`src/rtl/aes_pkg.sv`:
```
// Shared AES field helpers: the reduction byte, the byte type and the
// GF(2^8) multiply-by-2 used by multi_2 and by MixColumns.
package aes_pkg;

  localparam logic [7:0] AES_POLY = 8'h1B;

  typedef logic [7:0] byte_t;

  // Shift left and fold the dropped x^8 term back in as the reduction byte.
  function automatic byte_t xtime(byte_t b, byte_t poly = AES_POLY);
    return {b[6:0], 1'b0} ^ (b[7] ? poly : 8'h00);
  endfunction

endpackage

```
`src/rtl/multi_2.sv`:
```
// Registered GF(2^8) multiply-by-2 (xtime): one byte per cycle in,
// reduced product out one clock later.
module multi_2
  import aes_pkg::*;
#(
  parameter byte_t POLY = AES_POLY
) (
  input  logic       clk,
  input  logic       rst_n,
  input  logic       in_valid,
  input  logic [7:0] in,
  output logic [7:0] out,
  output logic       out_valid
);

  byte_t w_product;
  byte_t r_out;
  logic  r_out_valid;

  assign w_product = xtime(in, POLY);

  // The data register only loads on a qualified byte, so an unknown `in`
  // during idle cycles never reaches the output and the output stays quiet.
  always_ff @(posedge clk) begin
    if (!rst_n) begin
      r_out       <= 8'h00;
      r_out_valid <= 1'b0;
    end else begin
      r_out_valid <= in_valid;
      if (in_valid) begin
        r_out <= w_product;
      end
    end
  end

  assign out       = r_out;
  assign out_valid = r_out_valid;

endmodule

```
`config.mk`:
```
export PLATFORM = sky130hd
export DESIGN_NAME = multi_2
export DESIGN_NICKNAME = d
export VERILOG_FILES = /design/src/rtl/aes_pkg.sv /design/src/rtl/multi_2.sv
export SDC_FILE = /design/constraint.sdc
export NUM_CORES = 1
export LEC_CHECK = 0
export CAP_MARGIN = 15
export CORE_AREA = 4 4 41 43
export DETAILED_ROUTE_END_ITERATION = 8
export DIE_AREA = 0 0 45 47
export SLEW_MARGIN = 5
export SYNTH_ARGS = -nofsm -noshare
export SYNTH_HDL_FRONTEND = slang
export SYNTH_SLANG_ARGS = --single-unit
```
`constraint.sdc`:
```
create_clock -name clk -period 0.8 [get_ports clk]
set_input_delay 0.16 -clock clk [delete_from_list [all_inputs] [get_ports clk]]
set_output_delay 0.16 -clock clk [all_outputs]
set_load 0.01 [all_outputs]
```
==> results of run 1 <==
## layout make-up
cell class	instances	area share (%)
Clock buffer	4	4.13
Sequential cell	9	29.9
Tap cell	15	2.95
Multi-Input combinational cell	20	22.8
Timing Repair Buffer	22	40.2
## metal layers
metal	up-vias	global-route usage, %	wire (um)
li1	151	-	-
met1	129	10.0	329
met2	17	11.3	337
met3	2	7.66	102
met4	0	5.26	4
met5	-	0	0
## flip-flops by register name (all words and copies together) (netlist names)
name	flops
out_valid	1
out	8
## power groups by stage
stage	clock network [mW]	registers, mW	logic [mW]
6_report	0.353	0.502	0.224
5_1_grt	0.417	0.506	0.241
4_1_cts	0.377	0.503	0.227
3_5_place_dp	0	0.502	0.208
3_3_place_gp	0	0.501	0.208
2_1_floorplan	0	0.515	0.0597
## synthesized netlist by cell type
| master | count |
|---|---|
| a21oi_1 | 3 |
| and2_2 | 1 |
| buf_6 | 1 |
| dfxtp_1 | 9 |
| mux2i_1 | 5 |
| nor2b_1 | 5 |
| o21ai_0 | 3 |
| xnor2_1 | 3 |
## repair_timing
item	in CTS	in global routing
gates resized for setup	54	2
pin swaps	0	1
endpoints found under the setup margin	16	12
hold buffers	0	0
cloned	1	0
## cell families (layout without fill, tap and decap cells)
family	after synthesis	count (layout)	synth area share (%)
buf+inv	1	26	3.35
compound gates	6	6	8.92
mux	5	5	14.9
xor+xnor	3	3	7.81
simple gates	6	6	11.5
flops	9	9	53.5
## worst min path at each step
stage                        end  slack [ns]  depth (start not counted)
after floorplan           out[0]        0.29                          1
after global placement    out[5]        0.50                          2
after detailed placement  out[5]        0.51                          2
after CTS                 out[4]        0.37                          3
after global routing      out[0]        0.33                          3
final                     out[0]        0.32                          3
==> results.sh, run 1 <==
export IMPL_cts_buffers=3
export IMPL_io_pins=20
export IMPL_fmax_mhz=1160
export IMPL_synth_top_area_cell="dfxtp_1"
export IMPL_cts_sinks=9
export IMPL_critPathKind="flip-flop to output port"
export IMPL_post_place_ws_ns=-0.380
export IMPL_layout_common_cells="8 x dfxtp_2, 8 x buf_6, 7 x clkdlybuf4s50_1"
export IMPL_ys_ff_latch=9
export IMPL_clkTransAtPathRegs_ns=0.06
export IMPL_r2r_cells=3
export IMPL_dr_pass1_iters=2
export IMPL_setup_viol=9
export IMPL_power_switching_mw=0.250
export IMPL_finalNetCount=67
export IMPL_hold_ws_ns=0.323
export IMPL_max_slew_margin_rel_pct=83.4
export IMPL_total_power_mw=1.08
export IMPL_drive_gt1_share_pct=43.6
export IMPL_final_instance_count_excl_fill=70
export IMPL_combPwrFrac_pct=20.7
export IMPL_stdcell_area_um2=636
export IMPL_worstMarginPinSlew_ns=0.248
export IMPL_fin_crit_ns=0.861
export IMPL_core_um2=1300
export IMPL_worst_slack_ns=-0.0614
export IMPL_p_int_mw=0.829
export IMPL_fin_util_pct=48.8
export IMPL_ant_nets=0
export IMPL_r2r_slack_ns=0.09
export IMPL_power_density_nw_per_um2=1700
export IMPL_cp_slowest_stage_delay_ns=0.33
export IMPL_arrival_ns=0.70
export IMPL_overflow=0
export IMPL_dp_cells=65
export IMPL_slowest_stage="dfxtp_2"
export IMPL_post_route_period_util_pct=108
export IMPL_crit_cells=1
export IMPL_place_congestion=0.638
export IMPL_postSynthCellCount=30
export IMPL_fillers=143
export IMPL_cp_num_buf_inv=1
export IMPL_grt_pass1_vias=273
export IMPL_violations="negative setup slack"
export IMPL_run_status="finished with violations"
export IMPL_synth_area_top_cells="dfxtp_1 54%, mux2i_1 15%, nor2b_1 9.3%, xnor2_1 7.8%, a21oi_1 4.5%"
export IMPL_swShare_pct=23.1
export IMPL_syn2layout_area_growth_pct=88.8
export IMPL_wl_um=774
export IMPL_end_kind="output port"
export IMPL_rr_startpoint="out[7]"
export IMPL_drtIter0Drc=3
export IMPL_grt_pass1_wl_mm=1.24
export IMPL_grt_max_degree=10
export IMPL_num_vias=299
export IMPL_crit_start="out[4]"
export IMPL_track_usage_pct=8.94
export IMPL_initial_core_util_pct=25.9
export IMPL_placement_io_buffers=19
export IMPL_cp_top_family="flip-flops"
export IMPL_worstReg2RegEnd="out[7]"
export IMPL_power_frac_clock_pct=32.7
export IMPL_synth_top_cell_area_share_pct=53.5
export IMPL_multi_input_area_um2=145
export IMPL_place_area_um2=562
export IMPL_hold_path_class="input pin to flip-flop"
export IMPL_setup_tns_final_ns=-0.480
export IMPL_antenna_found_initial=0
export IMPL_synth_area_per_cell_um2=11.2
export IMPL_cp_cell_sequence="buf_6"
export IMPL_rsz0062_at_grt="yes"
export IMPL_cap_violations=0
export IMPL_yosysSeqAreaShare_pct=53.5
export IMPL_cts_root_buf="clkbuf_4"
export IMPL_endpoint="out[4]"
export IMPL_clock_path_buffers=2
export IMPL_required_ns=0.64
export IMPL_hold_viol=0
export IMPL_synth_nets=41
export IMPL_netlist_cell_type_count=8
export IMPL_fin_worst_skew_ns=0
export IMPL_fp_dieArea_um2=2120
export IMPL_hold_path_startpoint="in[7]"
export IMPL_seqCellArea_um2=190
export IMPL_post_drt_wl_per_cell_um=11.1
export IMPL_die_w_um=45
export IMPL_yosys_warnings=0
export IMPL_maxSlewViolCount=0
export IMPL_viasPerCell=4.27
export IMPL_tritoncts="yes"
export IMPL_insertedDiodeCount=0
export IMPL_die_h_um=47
export IMPL_clk_latency_ns=0.26
export IMPL_remaining_drc_errors=0
export IMPL_cts_setup_buffers=0
export IMPL_rows=13
export IMPL_syn_area_um2=337
export IMPL_cp_start_kind="flip-flop"
export IMPL_p_leak_nw=0.287
export IMPL_dp_hpwl_um=544
export IMPL_cts_max_level=1
export IMPL_vdd_drop_max_mv=0.952
export IMPL_seq_power_share_pct=46.6
export IMPL_path_max_fanout=2
(Power assumes the default switching activity.)
==> inputs of run 2 (changes only) <==
--- a/config.mk
+++ b/config.mk
@@ -9,6 +9,7 @@
 export CORE_AREA = 4 4 41 43
 export DETAILED_ROUTE_END_ITERATION = 8
 export DIE_AREA = 0 0 45 47
+export SKIP_CTS_REPAIR_TIMING = 1
 export SLEW_MARGIN = 5
 export SYNTH_ARGS = -nofsm -noshare
 export SYNTH_HDL_FRONTEND = slang
==> run 2 against run 1 <==
Compared with the run above: the run still ends with negative setup slack left; total power decreased by 1.5%; register-to-register slack barely moved; via count decreased by 2.7%; global-route usage is 0.47 points lower; clock skew did not move; cell count shrank 1.4%; critical path depth unchanged; highest routed layer unchanged.
==> results.sh, run 2 (synthesis gave the netlist of run 1 again) <==
export IMPL_power_frac_clock_pct=33.1
export IMPL_p_int_mw=0.815
export IMPL_fin_worst_skew_ns=0
export IMPL_ant_nets=0
export IMPL_endpoint="out[5]"
export IMPL_hold_path_startpoint="in_valid"
export IMPL_run_status="finished with violations"
export IMPL_worstMarginPinSlew_ns=0.258
export IMPL_grt_pass1_wl_mm=1.17
export IMPL_multi_input_area_um2=149
export IMPL_seq_power_share_pct=47.3
export IMPL_finalNetCount=66
export IMPL_path_max_fanout=2
export IMPL_seqCellArea_um2=190
export IMPL_cap_violations=0
export IMPL_cts_root_buf="clkbuf_4"
export IMPL_rows=13
export IMPL_remaining_drc_errors=0
export IMPL_post_place_ws_ns=-0.380
export IMPL_rr_startpoint="out[7]"
export IMPL_track_usage_pct=8.47
export IMPL_core_um2=1300
export IMPL_required_ns=0.64
export IMPL_antenna_found_initial=0
export IMPL_power_switching_mw=0.248
export IMPL_die_w_um=45
export IMPL_cp_num_buf_inv=1
export IMPL_hold_path_class="input pin to flip-flop"
export IMPL_dp_hpwl_um=544
export IMPL_crit_cells=1
export IMPL_r2r_cells=3
export IMPL_worstReg2RegEnd="out[7]"
export IMPL_violations="negative setup slack"
export IMPL_setup_viol=9
export IMPL_cp_top_family="flip-flops"
export IMPL_layout_common_cells="8 x dfxtp_2, 8 x buf_6, 7 x clkdlybuf4s50_1"
export IMPL_arrival_ns=0.70
export IMPL_fin_crit_ns=0.861
export IMPL_fmax_mhz=1160
export IMPL_critPathKind="flip-flop to output port"
export IMPL_cp_cell_sequence="buf_6"
export IMPL_placement_io_buffers=19
export IMPL_fp_dieArea_um2=2120
export IMPL_cp_slowest_stage_delay_ns=0.33
export IMPL_swShare_pct=23.3
export IMPL_syn2layout_area_growth_pct=82.5
export IMPL_place_congestion=0.638
export IMPL_cp_start_kind="flip-flop"
export IMPL_drive_gt1_share_pct=44.4
export IMPL_post_drt_wl_per_cell_um=10.6
export IMPL_grt_max_degree=13
export IMPL_grt_pass1_vias=266
export IMPL_post_route_period_util_pct=108
export IMPL_die_h_um=47
export IMPL_overflow=0
export IMPL_largest_register_ffs=8
export IMPL_maxSlewViolCount=0
export IMPL_end_kind="output port"
export IMPL_clock_path_buffers=2
export IMPL_max_slew_margin_rel_pct=82.8
export IMPL_tritoncts="yes"
export IMPL_fillers=141
export IMPL_drtIter0Drc=3
export IMPL_initial_core_util_pct=25.9
export IMPL_vdd_drop_max_mv=0.954
export IMPL_clk_latency_ns=0.26
export IMPL_cts_sinks=9
export IMPL_num_vias=291
export IMPL_io_pins=20
export IMPL_wl_um=729
export IMPL_insertedDiodeCount=0
export IMPL_slowest_stage="dfxtp_2"
export IMPL_cts_buffers=3
export IMPL_clkTransAtPathRegs_ns=0.06
export IMPL_r2r_slack_ns=0.09
export IMPL_hold_viol=0
export IMPL_crit_start="out[5]"
export IMPL_dr_pass1_iters=2
export IMPL_worst_slack_ns=-0.0608
export IMPL_combPwrFrac_pct=19.6
export IMPL_viasPerCell=4.22
export IMPL_rsz0062_at_grt="yes"
export IMPL_power_density_nw_per_um2=1730
export IMPL_p_leak_nw=0.281
export IMPL_cts_max_level=1
export IMPL_setup_tns_final_ns=-0.478
run 2: worst min-delay path by stage:
stage,end,slack [ns],cells past startpoint
6_report,out[4],0.27,3
5_1_grt,out[1],0.27,3
4_1_cts,out[7],0.51,3
3_5_place_dp,out[5],0.51,2
3_3_place_gp,out[5],0.50,2
2_1_floorplan,out[0],0.29,1
run 2: routing by layer:
metal  share of wire (%)  wire (um)  vias up  track usage, %
met1                  43        310      125            9.59
met5                   0          0        -               0
met4                0.55          4        0            5.26
met2                  42        309       17            10.2
li1                    -          -      147               -
met3                  14        104        2            7.66
run 2: area by class of cell:
| class | instances | area share (%) |
|---|---|---|
| clock buffer | 4 | 4.28 |
| multi-input combinational | 20 | 24.2 |
| sequential | 9 | 31.0 |
| tap | 15 | 3.05 |
| timing repair buffer | 21 | 37.5 |
run 2: stage by stage:
step | power (mW) | cell area, um^2 | utilization [%] | cells | hold WS (ns)
after CTS | 1.08 | 588 | 45.2 | 69 | 0.508
final | 1.06 | 614 | 47.2 | 69 | 0.268
after detailed placement | 0.709 | 562 | 43.2 | 65 | 0.509
after global placement | 0.709 | 562 | 43.2 | 65 | 0.498
after global routing | 1.15 | 614 | 47.2 | 69 | 0.265
after floorplan | 0.575 | 337 | - | 30 | 0.288
run 2: power groups by stage:
stage / registers, mW / clock network (mW) / logic, mW
floorplan: 0.515 / 0 / 0.0597
global placement: 0.501 / 0 / 0.208
detailed placement: 0.502 / 0 / 0.208
CTS: 0.492 / 0.377 / 0.208
global route: 0.506 / 0.417 / 0.225
finish: 0.502 / 0.352 / 0.208
==> inputs of run 3 (changes only) <==
--- a/config.mk
+++ b/config.mk
@@ -6,9 +6,9 @@
 export NUM_CORES = 1
 export LEC_CHECK = 0
 export CAP_MARGIN = 15
-export CORE_AREA = 4 4 41 43
+export CORE_AREA = 2 2 39 41
 export DETAILED_ROUTE_END_ITERATION = 8
-export DIE_AREA = 0 0 45 47
+export DIE_AREA = 0 0 41 43
 export SKIP_CTS_REPAIR_TIMING = 1
 export SLEW_MARGIN = 5
 export SYNTH_ARGS = -nofsm -noshare
==> run 3 against run 2 <==
Compared with the run above: largest power group unchanged; largest cell class unchanged; fmax grew 1.4%; global-route usage is 0.30 points lower; the run still ends with negative setup slack left; highest routed layer is now met3; cell count is 1.4% higher; critical path type unchanged.
==> results.sh, run 3 (synthesis gave the netlist of run 1 again) <==
export IMPL_cp_top_family="flip-flops"
export IMPL_fin_crit_ns=0.849
export IMPL_num_vias=277
export IMPL_hold_ws_ns=0.295
export IMPL_vdd_drop_max_mv=0.882
export IMPL_layout_common_cells="8 x dfxtp_2, 8 x buf_6, 7 x clkdlybuf4s50_1"
export IMPL_hold_path_class="input pin to flip-flop"
export IMPL_post_route_period_util_pct=106
export IMPL_die_h_um=43
export IMPL_fin_worst_skew_ns=0
export IMPL_remaining_drc_errors=0
export IMPL_ant_nets=0
export IMPL_largest_register_ffs=8
export IMPL_syn2layout_area_growth_pct=87.0
export IMPL_cap_violations=0
export IMPL_worstMarginPinSlew_ns=0.262
export IMPL_core_um2=1380
export IMPL_drtIter0Drc=1
export IMPL_die_w_um=41
export IMPL_post_drt_wl_per_cell_um=9.63
export IMPL_worstReg2RegEnd="out[3]"
export IMPL_violations="negative setup slack"
export IMPL_grt_max_degree=13
export IMPL_p_leak_nw=0.290
export IMPL_grt_pass1_wl_um=931
export IMPL_fp_dieArea_um2=1760
export IMPL_initial_core_util_pct=24.3
export IMPL_arrival_ns=0.69
export IMPL_end_kind="output port"
export IMPL_place_congestion=0.631
export IMPL_tritoncts="yes"
export IMPL_power_density_nw_per_um2=1670
export IMPL_run_status="finished with violations"
export IMPL_insertedDiodeCount=0
export IMPL_slowest_stage="dfxtp_2"
export IMPL_track_usage_pct=8.17
export IMPL_cts_root_buf="clkbuf_4"
export IMPL_post_place_ws_ns=-0.378
export IMPL_finalNetCount=66
export IMPL_antenna_found_initial=0
export IMPL_cp_slowest_stage_delay_ns=0.33
export IMPL_fillers=149
export IMPL_required_ns=0.64
export IMPL_cp_start_kind="flip-flop"
export IMPL_r2r_slack_ns=0.17
export IMPL_crit_start="out[1]"
export IMPL_rr_startpoint="out[3]"
export IMPL_hold_viol=0
export IMPL_cts_sinks=9
export IMPL_clock_path_buffers=2
export IMPL_cts_buffers=3
export IMPL_cts_max_level=1
export IMPL_path_max_fanout=2
export IMPL_worst_slack_ns=-0.0487
export IMPL_place_area_um2=556
export IMPL_overflow=0
export IMPL_drive_gt1_share_pct=42.6
export IMPL_clk_latency_ns=0.25
export IMPL_viasPerCell=3.96
export IMPL_crit_cells=1
export IMPL_rows=14
export IMPL_maxSlewViolCount=0
export IMPL_io_pins=20
export IMPL_critPathKind="flip-flop to output port"
export IMPL_r2r_cells=2
export IMPL_stdcell_area_um2=629
export IMPL_cp_cell_sequence="buf_6"
export IMPL_endpoint="out[1]"
export IMPL_total_power_mw=1.05
export IMPL_placement_io_buffers=19
export IMPL_max_slew_margin_rel_pct=82.5
export IMPL_dr_pass1_iters=2
export IMPL_setup_viol=9
export IMPL_wl_um=674
export IMPL_fmax_mhz=1180
export IMPL_clkTransAtPathRegs_ns=0.06
export IMPL_rsz0062_at_grt="yes"
export IMPL_fin_util_pct=45.5
export IMPL_cp_num_buf_inv=1
export IMPL_grt_pass1_vias=242
run 3: final cells by class:
class	instances	area, um^2	share of cell area (%)
timing repair buffer	21	248	39.4
tap	16	20.0	3.18
sequential	9	190	30.2
clock buffer	4	26.3	4.17
multi-input combinational	20	145	23.1
run 3: tightest hold or removal path, cell delays in order:
cell and delay (ns):
dlymetal6s2s_1 0.20, o21ai_0 0.10, a21oi_1 0.04
run 3: worst min-delay path by stage:
| stage | start | cells past startpoint | slack, ns | end |
|---|---|---|---|---|
| global placement | out[2] | 2 | 0.50 | out[2] |
| CTS | out[5] | 2 | 0.52 | out[5] |
| global route | rst_n | 2 | 0.31 | out[5] |
| finish | rst_n | 3 | 0.29 | out[4] |
| floorplan | rst_n | 1 | 0.29 | out[0] |
| detailed placement | out[0] | 2 | 0.51 | out[0] |
run 3: metal layers:
layer | global-route usage, % | vias to the layer above | wire length (um)
met4 | 6.00 | 0 | 0
met5 | 0 | - | 0
met2 | 10.0 | 15 | 288
met1 | 10.1 | 115 | 308
met3 | 4.71 | 0 | 76
li1 | - | 147 | -
run 3: per-stage QoR:
step / setup TNS, ns / std cells
floorplan: 0 / 30
global placement: -4.73 / 65
detailed placement: -4.82 / 65
CTS: -4.94 / 69
global route: -0.626 / 70
finish: -0.359 / 70
run 3: report_power, final:
group	internal [mW]	switching, mW	total, mW
sequential	0.484	0.0175	0.501
clock	0.191	0.145	0.337
combinational	0.144	0.0696	0.214
